===== config.mk =====
export PLATFORM = sky130hd
export DESIGN_NAME = probe_trace_buffer
export DESIGN_NICKNAME = d
export VERILOG_FILES = /design/src/rtl/probe_pkg.sv /design/src/rtl/probe_trace_mem.sv /design/src/rtl/probe_trace_buffer.sv
export SDC_FILE = /design/constraint.sdc
export NUM_CORES = 1
export LEC_CHECK = 0
export ABC_AREA = 0
export ABC_CLOCK_PERIOD_IN_PS = 7150
export CORE_ASPECT_RATIO = 0.6
export CORE_UTILIZATION = 60
export DETAILED_ROUTE_END_ITERATION = 16
export GPL_ROUTABILITY_DRIVEN = 0
export PLACE_DENSITY = 0.78
export SLEW_MARGIN = 20
export SYNTH_ARGS = -nofsm -noshare
export SYNTH_HDL_FRONTEND = slang
export SYNTH_SLANG_ARGS = --single-unit

===== constraint.sdc =====
create_clock -name clk -period 7.15 [get_ports clk]
set_input_delay 1.43 -clock clk [delete_from_list [all_inputs] [get_ports clk]]
set_output_delay 1.43 -clock clk [all_outputs]
set_load 0.005 [all_outputs]

===== src/rtl/probe_pkg.sv =====
// Shared types for the fetch-stage probe trace buffer: FSM state encoding
// and the layout of one captured trace entry.
package probe_pkg;

    localparam int TRACE_DWIDTH = 32;

    typedef enum logic [1:0] {
        ST_IDLE  = 2'd0,
        ST_ARMED = 2'd1,
        ST_POST  = 2'd2,
        ST_DONE  = 2'd3
    } trace_state_e;

    typedef struct packed {
        logic [TRACE_DWIDTH-1:0] pc;
        logic [TRACE_DWIDTH-1:0] insn;
    } trace_entry_t;

endpackage


===== src/rtl/probe_trace_mem.sv =====
// Trace storage: DEPTH entries of {pc, insn}, one synchronous write port and
// one asynchronous read port. Contents are deliberately not reset.
module probe_trace_mem #(
    parameter int DWIDTH = 32,
    parameter int DEPTH  = 16,
    parameter int AW     = $clog2(DEPTH)
)(
    input  logic                  clk,
    input  logic                  wr_en,
    input  logic [AW-1:0]         wr_addr,
    input  logic [2*DWIDTH-1:0]   wr_data,
    input  logic [AW-1:0]         rd_addr,
    output logic [2*DWIDTH-1:0]   rd_data
);

    logic [2*DWIDTH-1:0] mem [DEPTH];

    // Write one entry per enabled cycle; no reset so it maps onto plain RAM.
    always_ff @(posedge clk) begin
        if (wr_en) begin
            mem[wr_addr] <= wr_data;
        end
    end

    assign rd_data = mem[rd_addr];

endmodule


===== src/rtl/probe_trace_buffer.sv =====
// Fetch-stage trace buffer: once armed it records {pc, insn} samples into a
// circular buffer, stops a programmable number of samples after a PC match,
// then drains oldest-first through a valid/ready readout port.
module probe_trace_buffer
    import probe_pkg::*;
#(
    parameter int DWIDTH = 32,
    parameter int DEPTH  = 16,
    parameter int CWIDTH = $clog2(DEPTH+1)
)(
    input  logic              clk,
    input  logic              reset,
    input  logic              arm_i,
    input  logic [DWIDTH-1:0] trig_pc_i,
    input  logic [CWIDTH-1:0] post_cnt_i,
    input  logic              smp_valid_i,
    input  logic [DWIDTH-1:0] smp_pc_i,
    input  logic [DWIDTH-1:0] smp_insn_i,
    output logic              rd_valid_o,
    input  logic              rd_ready_i,
    output logic [DWIDTH-1:0] rd_pc_o,
    output logic [DWIDTH-1:0] rd_insn_o,
    output logic [1:0]        state_o,
    output logic [CWIDTH-1:0] count_o,
    output logic              overflow_o
);

    localparam int AW = $clog2(DEPTH);
    localparam logic [CWIDTH-1:0] COUNT_FULL = CWIDTH'(DEPTH);
    localparam logic [CWIDTH-1:0] COUNT_ONE  = CWIDTH'(1);

    trace_state_e        state;
    logic [AW-1:0]       wr_ptr;
    logic [AW-1:0]       rd_ptr;
    logic [CWIDTH-1:0]   count;
    logic [CWIDTH-1:0]   remaining;
    logic [CWIDTH-1:0]   post_cnt_q;
    logic                overflow;
    logic                rd_valid;
    logic                capturing;
    logic                wr_en;
    logic                trig_hit;
    logic                rd_fire;
    logic [2*DWIDTH-1:0] rd_data;

    assign capturing = (state == ST_ARMED) || (state == ST_POST);
    assign wr_en     = capturing && smp_valid_i && !arm_i;
    assign trig_hit  = wr_en && (state == ST_ARMED) && (smp_pc_i == trig_pc_i);
    assign rd_fire   = rd_valid && rd_ready_i;

    // With count entries held and wr_ptr past the newest, the oldest sits
    // count slots behind; a full buffer wraps back to wr_ptr itself.
    assign rd_ptr = wr_ptr - count[AW-1:0];

    probe_trace_mem #(
        .DWIDTH (DWIDTH),
        .DEPTH  (DEPTH),
        .AW     (AW)
    ) u_mem (
        .clk     (clk),
        .wr_en   (wr_en),
        .wr_addr (wr_ptr),
        .wr_data ({smp_pc_i, smp_insn_i}),
        .rd_addr (rd_ptr),
        .rd_data (rd_data)
    );

    // Capture/trigger/readout FSM with arm taking priority in every state.
    always_ff @(posedge clk or negedge reset) begin
        if (!reset) begin
            state      <= ST_IDLE;
            wr_ptr     <= '0;
            count      <= '0;
            remaining  <= '0;
            post_cnt_q <= '0;
            overflow   <= 1'b0;
            rd_valid   <= 1'b0;
        end else if (arm_i) begin
            state      <= ST_ARMED;
            wr_ptr     <= '0;
            count      <= '0;
            remaining  <= '0;
            post_cnt_q <= post_cnt_i;
            overflow   <= 1'b0;
            rd_valid   <= 1'b0;
        end else begin
            if (wr_en) begin
                wr_ptr <= wr_ptr + 1'b1;
                if (count == COUNT_FULL) begin
                    overflow <= 1'b1;
                end else begin
                    count <= count + COUNT_ONE;
                end
            end
            case (state)
                ST_ARMED: begin
                    if (trig_hit) begin
                        if (post_cnt_q != '0) begin
                            state     <= ST_POST;
                            remaining <= post_cnt_q;
                        end else begin
                            state    <= ST_DONE;
                            rd_valid <= 1'b1;
                        end
                    end
                end
                ST_POST: begin
                    if (wr_en) begin
                        remaining <= remaining - COUNT_ONE;
                        if (remaining == COUNT_ONE) begin
                            state    <= ST_DONE;
                            rd_valid <= 1'b1;
                        end
                    end
                end
                ST_DONE: begin
                    if (rd_fire) begin
                        count <= count - COUNT_ONE;
                        if (count == COUNT_ONE) begin
                            state    <= ST_IDLE;
                            rd_valid <= 1'b0;
                        end
                    end
                end
                default: begin
                end
            endcase
        end
    end

    assign rd_valid_o = rd_valid;
    assign rd_pc_o    = rd_data[2*DWIDTH-1:DWIDTH];
    assign rd_insn_o  = rd_data[DWIDTH-1:0];
    assign state_o    = state;
    assign count_o    = count;
    assign overflow_o = overflow;

endmodule

==> results.md, run 1 <==
- Max cap viols: 0
- Worst-skew pair later-pin latency: 0.66 ns
- Async SR Flop Fraction: 0.0220
- YS warnings: 0
- Critical Path RT: 5.72 ns
- Pwr Density: 425 mW/mm^2
- Synth top area share: 0.754
- Post-synthesis instance total: 1947
- Final net count: 2272
- Sw Ratio: 0.316
- Worst Setup Path Type: flip-flop to output pin
- Fin crit period: 6.08 ns
- Vias/cell: 6.55
- Fillers: 3898
- Yosys cell types: 49
- Worst Path Arrival: 4.65 ns
- # Post-CTS Setup Buffers: 0
- Mean Syn Cell Area: 21.0 sq um
- Starting DRT DRC Count: 2541
- VDD IR max: 0.825 mV
- WHS Path Cells: 2
- CTS Buf Count: 89
- Drt wl/cell: 29.8 um
- # port buffers: 178
- Width of the chip: 339 um
- CP max FO: 37
- FP Rows: 73
- Pleak: 14.9 nW
- Final setup fails: 0
- Initial Utilization: 0.612
- RSZ-0062 raised after global routing: no
- Initial antenna violation count: 6
- EDFF count, synth: 1024
- Slew Limit Headroom: 0.263
- Layout cells sized above 1: 0.206
- R2R cell count: 7
- Number of global-route vias before repair: 20700
- Final worst path period share: 0.850
- DR pass1 iterations: 5
- Area delta synth->final: 14.4%
- GRT overflow: 0
- Root Driver: clkbuf_16
- I/O pins: 179
- Final Hold Viols: 0
- Skew final: 0.0218 ns
- Routed wire length: 93.2 mm
- Clock share of power: 0.240
- Total track usage: 0.275
- Core Area: 0.0667 sq mm
- First-pass GRT wire length: 137 mm
- Worst-margin pin slew: 1.10 ns
- Min-delay worst type: flip-flop to flip-flop
- Vias: 20500
- Logic pwr share: 0.410
- CTS sink count: 1047
- CTS Hold Bufs: 0
- Worst-case clock buffer depth: 3
- Overall die height: 204 um
- Sum Neg Setup Slack: 0 ns
- Cell accounting for the most synthesized area: edfxtp_1
- H-Tree Depth: 3
- CTS tree: yes
- Clock-pin slew of the registers on the worst-case setup and hold paths: 0.07 ns
- Post-CTS Resized: 0
- Yosys reg bits: 1047
- Status: completed
- Mapped Area: 0.0408 sq mm
- Slew Limit Fails: 0
- Synth area leaders: edfxtp_1 (75%), mux4_2 (14%), dfrtp_1 (1.4%), nand2_1 (1.3%), a211oi_1 (1.2%)
- Largest net degree at the start of global routing: 129
- Total die area: 0.0691 sq mm
- Net Count, Synth: 2070
- Sequential area share after synthesis: 0.768
- CP Capture Type: output pin
- Total power: 19.8 mW
- Fmax achieved: 164 MHz
- Register area: 0.0313 sq mm
- Most used DFF post-synth: edfxtp_1
- Area of the multi-input gates: 0.00910 sq mm
- Antenna Nets Post-Route: 0
- Reg power frac: 0.349
- Drt drc: 0
- Crit path launch type: flip-flop
- Final HPWL DP: 47.5 mm
- Sw power: 6.28 mW
- Internal power: 13.6 mW
[power by group through the flow]
| stage | combinational, mW | sequential [mW] | clock, mW |
|---|---|---|---|
| after global placement | 8.01 | 7.05 | 0 |
| after detailed placement | 8.10 | 7.06 | 0 |
| after CTS | 8.21 | 6.93 | 4.81 |
| after global routing | 8.68 | 6.94 | 5.04 |
| final | 8.14 | 6.93 | 4.77 |
| after floorplan | 4.98 | 7.05 | 0 |
[sequential cells by signal (all words and copies together) (netlist names)]
name	flops
remaining	5
post_cnt_q	5
state_o	2
count_o	5
u_mem.mem	1024
overflow_o	1
wr_ptr	4
rd_valid_o	1
[stage by stage]
stage | util | area [sq um] | cells | worst slack [ns] | hold slack (ns)
6_report | 0.700 | 46700 | 3128 | 1.07 | 0.522
5_1_grt | 0.700 | 46700 | 3126 | 0.909 | 0.560
4_1_cts | 0.700 | 46600 | 3123 | 1.08 | 0.528
3_5_place_dp | 0.657 | 43800 | 2958 | 1.78 | 0.511
3_3_place_gp | 0.657 | 43800 | 2958 | 1.87 | 0.479
2_1_floorplan | - | 40800 | 1947 | 0.145 | 0.486
[logic make-up (layout without fill, tap and decap cells)]
kind of cell | count (synthesis) | in the layout | share of synthesized area
DFF | 1047 | 1047 | 0.768
and+or+nand+nor | 291 | 291 | 0.0347
muxes | 266 | 266 | 0.144
AOI/OAI and AO/OA | 165 | 165 | 0.0274
buffers and inverters | 121 | 397 | 0.0120
xor gates and xnor gates | 40 | 40 | 0.00859
adders and majority gates | 17 | 17 | 0.00540
other | 0 | 5 | 0
[worst paths after layout]
path                                        start                    endpoint  slack [ns]
min reg2reg                overflow_o$_DFFE_PN0P_      overflow_o$_DFFE_PN0P_        0.52
min                        overflow_o$_DFFE_PN0P_      overflow_o$_DFFE_PN0P_        0.52
max reg2reg                state_o[0]$_DFFE_PN0P_  u_mem.mem[6][34]$_DFFE_PP_        3.34
min in group asynchronous                   reset      state_o[0]$_DFFE_PN0P_        0.76
max in group asynchronous                   reset       wr_ptr[3]$_DFFE_PN0P_        6.00
max                         wr_ptr[0]$_DFFE_PN0P_                 rd_pc_o[13]        1.07
[worst max-delay path, stage by stage (launching register included)]
cell,delay (ns)
dfrtp_1,0.41
inv_1,0.14
ha_4,0.19
fa_4,1.22
buf_4,0.51
mux4_2,0.38
and2_1,0.17
a211oi_1,0.24
a31oi_1,0.12
clkdlybuf4s50_1,0.52
[synthesized netlist by cell type (all sizes together) (9+ instances only)]
| cell | number |
|---|---|
| a211oi | 65 |
| a21oi | 14 |
| a31oi | 65 |
| and2 | 76 |
| buf | 39 |
| clkbuf | 69 |
| dfrtp | 23 |
| edfxtp | 1024 |
| ha | 16 |
| inv | 13 |
| mux2 | 9 |
| mux4 | 256 |
| nand2 | 141 |
| nor2 | 26 |
| nor4 | 10 |
| xor2 | 37 |
[metal layers]
metal / track usage / wire length [um] / vias up
met1: 0.396 / 37000 / 10700
met5: 0 / 32 / -
met3: 0.0593 / 8580 / 146
met4: 0.0860 / 2450 / 4
li1: - / - / 8446
met2: 0.431 / 45100 / 1169
[final cells by class]
type / instances / area share
repair buffers: 219 / 0.0476
flip-flops and latches: 1047 / 0.671
multi-input cells: 779 / 0.195
inverters: 13 / 0.00105
well taps: 900 / 0.0241
clock buffers: 121 / 0.0528
clock inverters: 44 / 0.00778
diodes: 5 / 0.000268
[placed cells by master, fill, tap and decap left out, drive strengths merged, types with 3 or more instances in the layout]
| cell type | count |
|---|---|
| and2 | 76 |
| mux2 | 9 |
| xor2 | 37 |
| edfxtp | 1024 |
| nor3 | 7 |
| or3 | 4 |
| clkbuf | 121 |
| diode | 5 |
| a211o | 4 |
| buf | 42 |
| and3 | 3 |
| nor4 | 10 |
| or4 | 3 |
| bufinv | 5 |
| a21oi | 14 |
| clkinvlp | 5 |
| clkdlybuf4s50 | 177 |
| a31oi | 65 |
| mux4 | 256 |
| nand3 | 6 |
| xnor2 | 3 |
| ha | 16 |
| dfrtp | 23 |
| clkinv | 33 |
| o21ai | 7 |
| nand2b | 4 |
| inv | 14 |
| nor2 | 26 |
| a211oi | 65 |
| nand2 | 141 |
Note: power is estimated with default switching activity, not from simulation.
==> run 2: changes to the inputs <==
==> constraint.sdc (replaced) <==
create_clock -name clk -period 7.15 [get_ports clk]
set_input_delay 1.0725 -clock clk [delete_from_list [all_inputs] [get_ports clk]]
set_output_delay 1.0725 -clock clk [all_outputs]
set_load 0.005 [all_outputs]
==> run 2 against run 1 <==
- setup slack better by 0.11 ns
- non-clock buffer count is 1 higher
- die area stayed put
- clock-buffer cell count is 12 lower
- clock skew is 0.0040 ns higher
- largest power group unchanged
- routed wire length is 0.22% higher
- via count is 0.18% higher
- global-route usage is 0.10 points lower
- flip-flop and latch count stayed put
- critical path type unchanged
- design area hardly changed
- maximum frequency is 1.9% higher
==> results.md, run 2 (synthesis results as in run 1) <==
- Design area: 0.0467 sq mm (about the same)
- Sum Neg Setup Slack: 0 ns (unchanged)
- Worst Path Arrival: 4.89 ns (+0.24 ns)
- CP Cell Sequence: inv_1 -> ha_4 -> fa_4 -> buf_12 -> mux4_2 -> and2_1 -> a211oi_1 -> a31oi_1 -> clkdlybuf4s50_1
- Overall die height: 204 um (unchanged)
- Final net count: 2274 (+0.088%)
- Skew final: 0.0258 ns (+0.00400 ns)
- Routed wire length: 93.4 mm (+0.22%)
- Largest net degree at the start of global routing: 129 (unchanged)
- RSZ-0062 raised after global routing: no
- FP Rows: 73 (unchanged)
- Worst-skew pair later-pin latency: 0.67 ns (about the same)
- Fmax achieved: 168 MHz (+1.9%)
- Critical Path RT: 6.08 ns (+0.36 ns)
- Final worst path period share: 0.834 (-0.0161)
- CP max stage delay: 1.40 ns (+0.18 ns)
- Core Area: 0.0667 sq mm (unchanged)
- CTS tree: yes
- Total track usage: 0.274 (-0.00104)
- Internal power: 13.6 mW (about the same)
- Post-CTS Resized: 0 (unchanged)
- I/O pins: 179 (unchanged)
- Initial antenna violation count: 7 (+1)
- CP max FO: 77 (+110%)
- Slew Limit Headroom: 0.280 (+0.0161)
- Final setup fails: 0 (unchanged)
- Commonest non-fill, non-tap cells in the layout: edfxtp_1 (1024), mux4_2 (256), clkdlybuf4s50_1 (177), nand2_1 (141), clkbuf_16 (91)
- VDD IR max: 0.526 mV (-36%)
- DP Area: 0.0438 sq mm (unchanged)
- Root Driver: clkbuf_16
- Reg power frac: 0.350 (about the same)
- Antenna Nets Post-Route: 0 (unchanged)
- Pwr Density: 425 mW/mm^2 (-0.13%)
- Logic pwr share: 0.409 (about the same)
- Area delta synth->final: 14.4% (about the same)
- CTS Buf Count: 90 (+1.1%)
- Sw power: 6.25 mW (-0.45%)
- H-Tree Depth: 3 (unchanged)
- Worst Setup Path Type: flip-flop to output pin
- Commonest non-fill, non-tap cell in the layout: edfxtp_1
- Pleak: 14.9 nW (about the same)
- Slew Limit Fails: 0 (unchanged)
- Final Hold Viols: 0 (unchanged)
- Starting DRT DRC Count: 2850 (+12%)
- Width of the chip: 339 um (unchanged)
- Final HPWL DP: 47.3 mm (-0.54%)
- CTS sink count: 1047 (unchanged)
- Total power: 19.8 mW (-0.12%)
- Max cap viols: 0 (unchanged)
- Worst-case clock buffer depth: 3 (unchanged)
- Crit path launch type: flip-flop
- # port buffers: 178 (unchanged)
- Drt wl/cell: 29.9 um (+0.38%)
- CP Capture Type: output pin
- Number of global-route vias before repair: 20800 (+0.31%)
- Initial Utilization: 0.612 (unchanged)
- WHS: 0.399 ns (-0.123 ns)
- # Post-CTS Setup Buffers: 0 (unchanged)
- Vias: 20500 (+0.18%)
- GRT overflow: 0 (unchanged)
- Status: completed
- Total die area: 0.0691 sq mm (unchanged)
- Worst-margin pin slew: 1.08 ns (-0.0242 ns)
- First-pass GRT wire length: 137 mm (-0.13%)
- Drt drc: 0 (unchanged)
- Most flop-heavy register: u_mem.mem
- Min-delay worst type: primary input to async pin
- Sw Ratio: 0.315 (-0.00104)
- Vias/cell: 6.58 (+0.34%)
- Max FFs per register: 1024 (unchanged)
- DR pass1 iterations: 7 (+2)
- Clock-pin slew of the registers on the worst-case setup and hold paths: 0.07 ns (about the same)
- Layout cells sized above 1: 0.204 (-0.00207)
- Fin crit period: 5.96 ns (-0.115 ns)
- CTS Hold Bufs: 0 (unchanged)
- Fillers: 3925 (+0.69%)
- Slowest stage cell on the critical path: fa_4
- Clock share of power: 0.241 (about the same)
run 2: critical path, delay by kind of cell (launching register included):
| family | cells | cell delay [ns] |
|---|---|---|
| multiplexers | 1 | 0.39 |
| AND/OR/NAND/NOR | 1 | 0.17 |
| AO/OA/AOI/OAI | 2 | 0.35 |
| adder cells (fa/ha/maj) | 2 | 1.59 |
| flip-flops | 1 | 0.43 |
| buffers and inverters | 3 | 1.13 |
run 2: worst paths after layout:
kind / start / endpoint / slack [ns] / depth (start not counted)
worst min-delay path: reset / post_cnt_q[3]$_DFFE_PN0P_ / 0.40 / 1
worst max-delay path: wr_ptr[0]$_DFFE_PN0P_ / rd_pc_o[14] / 1.19 / 9
min in group clk: overflow_o$_DFFE_PN0P_ / overflow_o$_DFFE_PN0P_ / 0.50 / 2
worst max register to register: state_o[0]$_DFFE_PN0P_ / u_mem.mem[7][3]$_DFFE_PP_ / 3.28 / 7
max in group asynchronous: reset / wr_ptr[2]$_DFFE_PN0P_ / 6.39 / 1
worst min register to register: overflow_o$_DFFE_PN0P_ / overflow_o$_DFFE_PN0P_ / 0.50 / 2
run 2: routing by layer:
layer | global-route usage | vias to the layer above | part of all wire
li1 | - | 8437 | -
met1 | 0.395 | 10800 | 0.40
met2 | 0.426 | 1136 | 0.48
met3 | 0.0676 | 155 | 0.098
met4 | 0.0782 | 10 | 0.026
met5 | 0 | - | 0.00072
run 2: cell type report:
class | instances | area [sq um] | area share
Clock inverter | 53 | 462 | 0.00989
Inverter | 13 | 48.8 | 0.00105
Timing Repair Buffer | 220 | 2250 | 0.0482
Antenna cell | 2 | 5.00 | 0.000107
Multi-Input combinational cell | 779 | 9090 | 0.195
Sequential cell | 1047 | 31300 | 0.671
Tap cell | 900 | 1130 | 0.0241
Clock buffer | 109 | 2350 | 0.0505
run 2: stage by stage:
step / instances / utilization / setup slack, ns
after CTS: 3120 / 0.699 / 1.23
after floorplan: 1947 / - / 0.503
final: 3123 / 0.700 / 1.19
after detailed placement: 2958 / 0.657 / 1.94
after global routing: 3122 / 0.700 / 1.05
after global placement: 2958 / 0.657 / 2.02
run 2: power groups by stage:
stage          clock network [mW]  registers (mW)  logic [mW]
2_1_floorplan                   0            7.05        4.98
3_3_place_gp                    0            7.05        8.04
3_5_place_dp                    0            7.06        8.08
4_1_cts                      4.82            6.93        8.20
5_1_grt                      5.04            6.94        8.66
6_report                     4.78            6.93        8.11
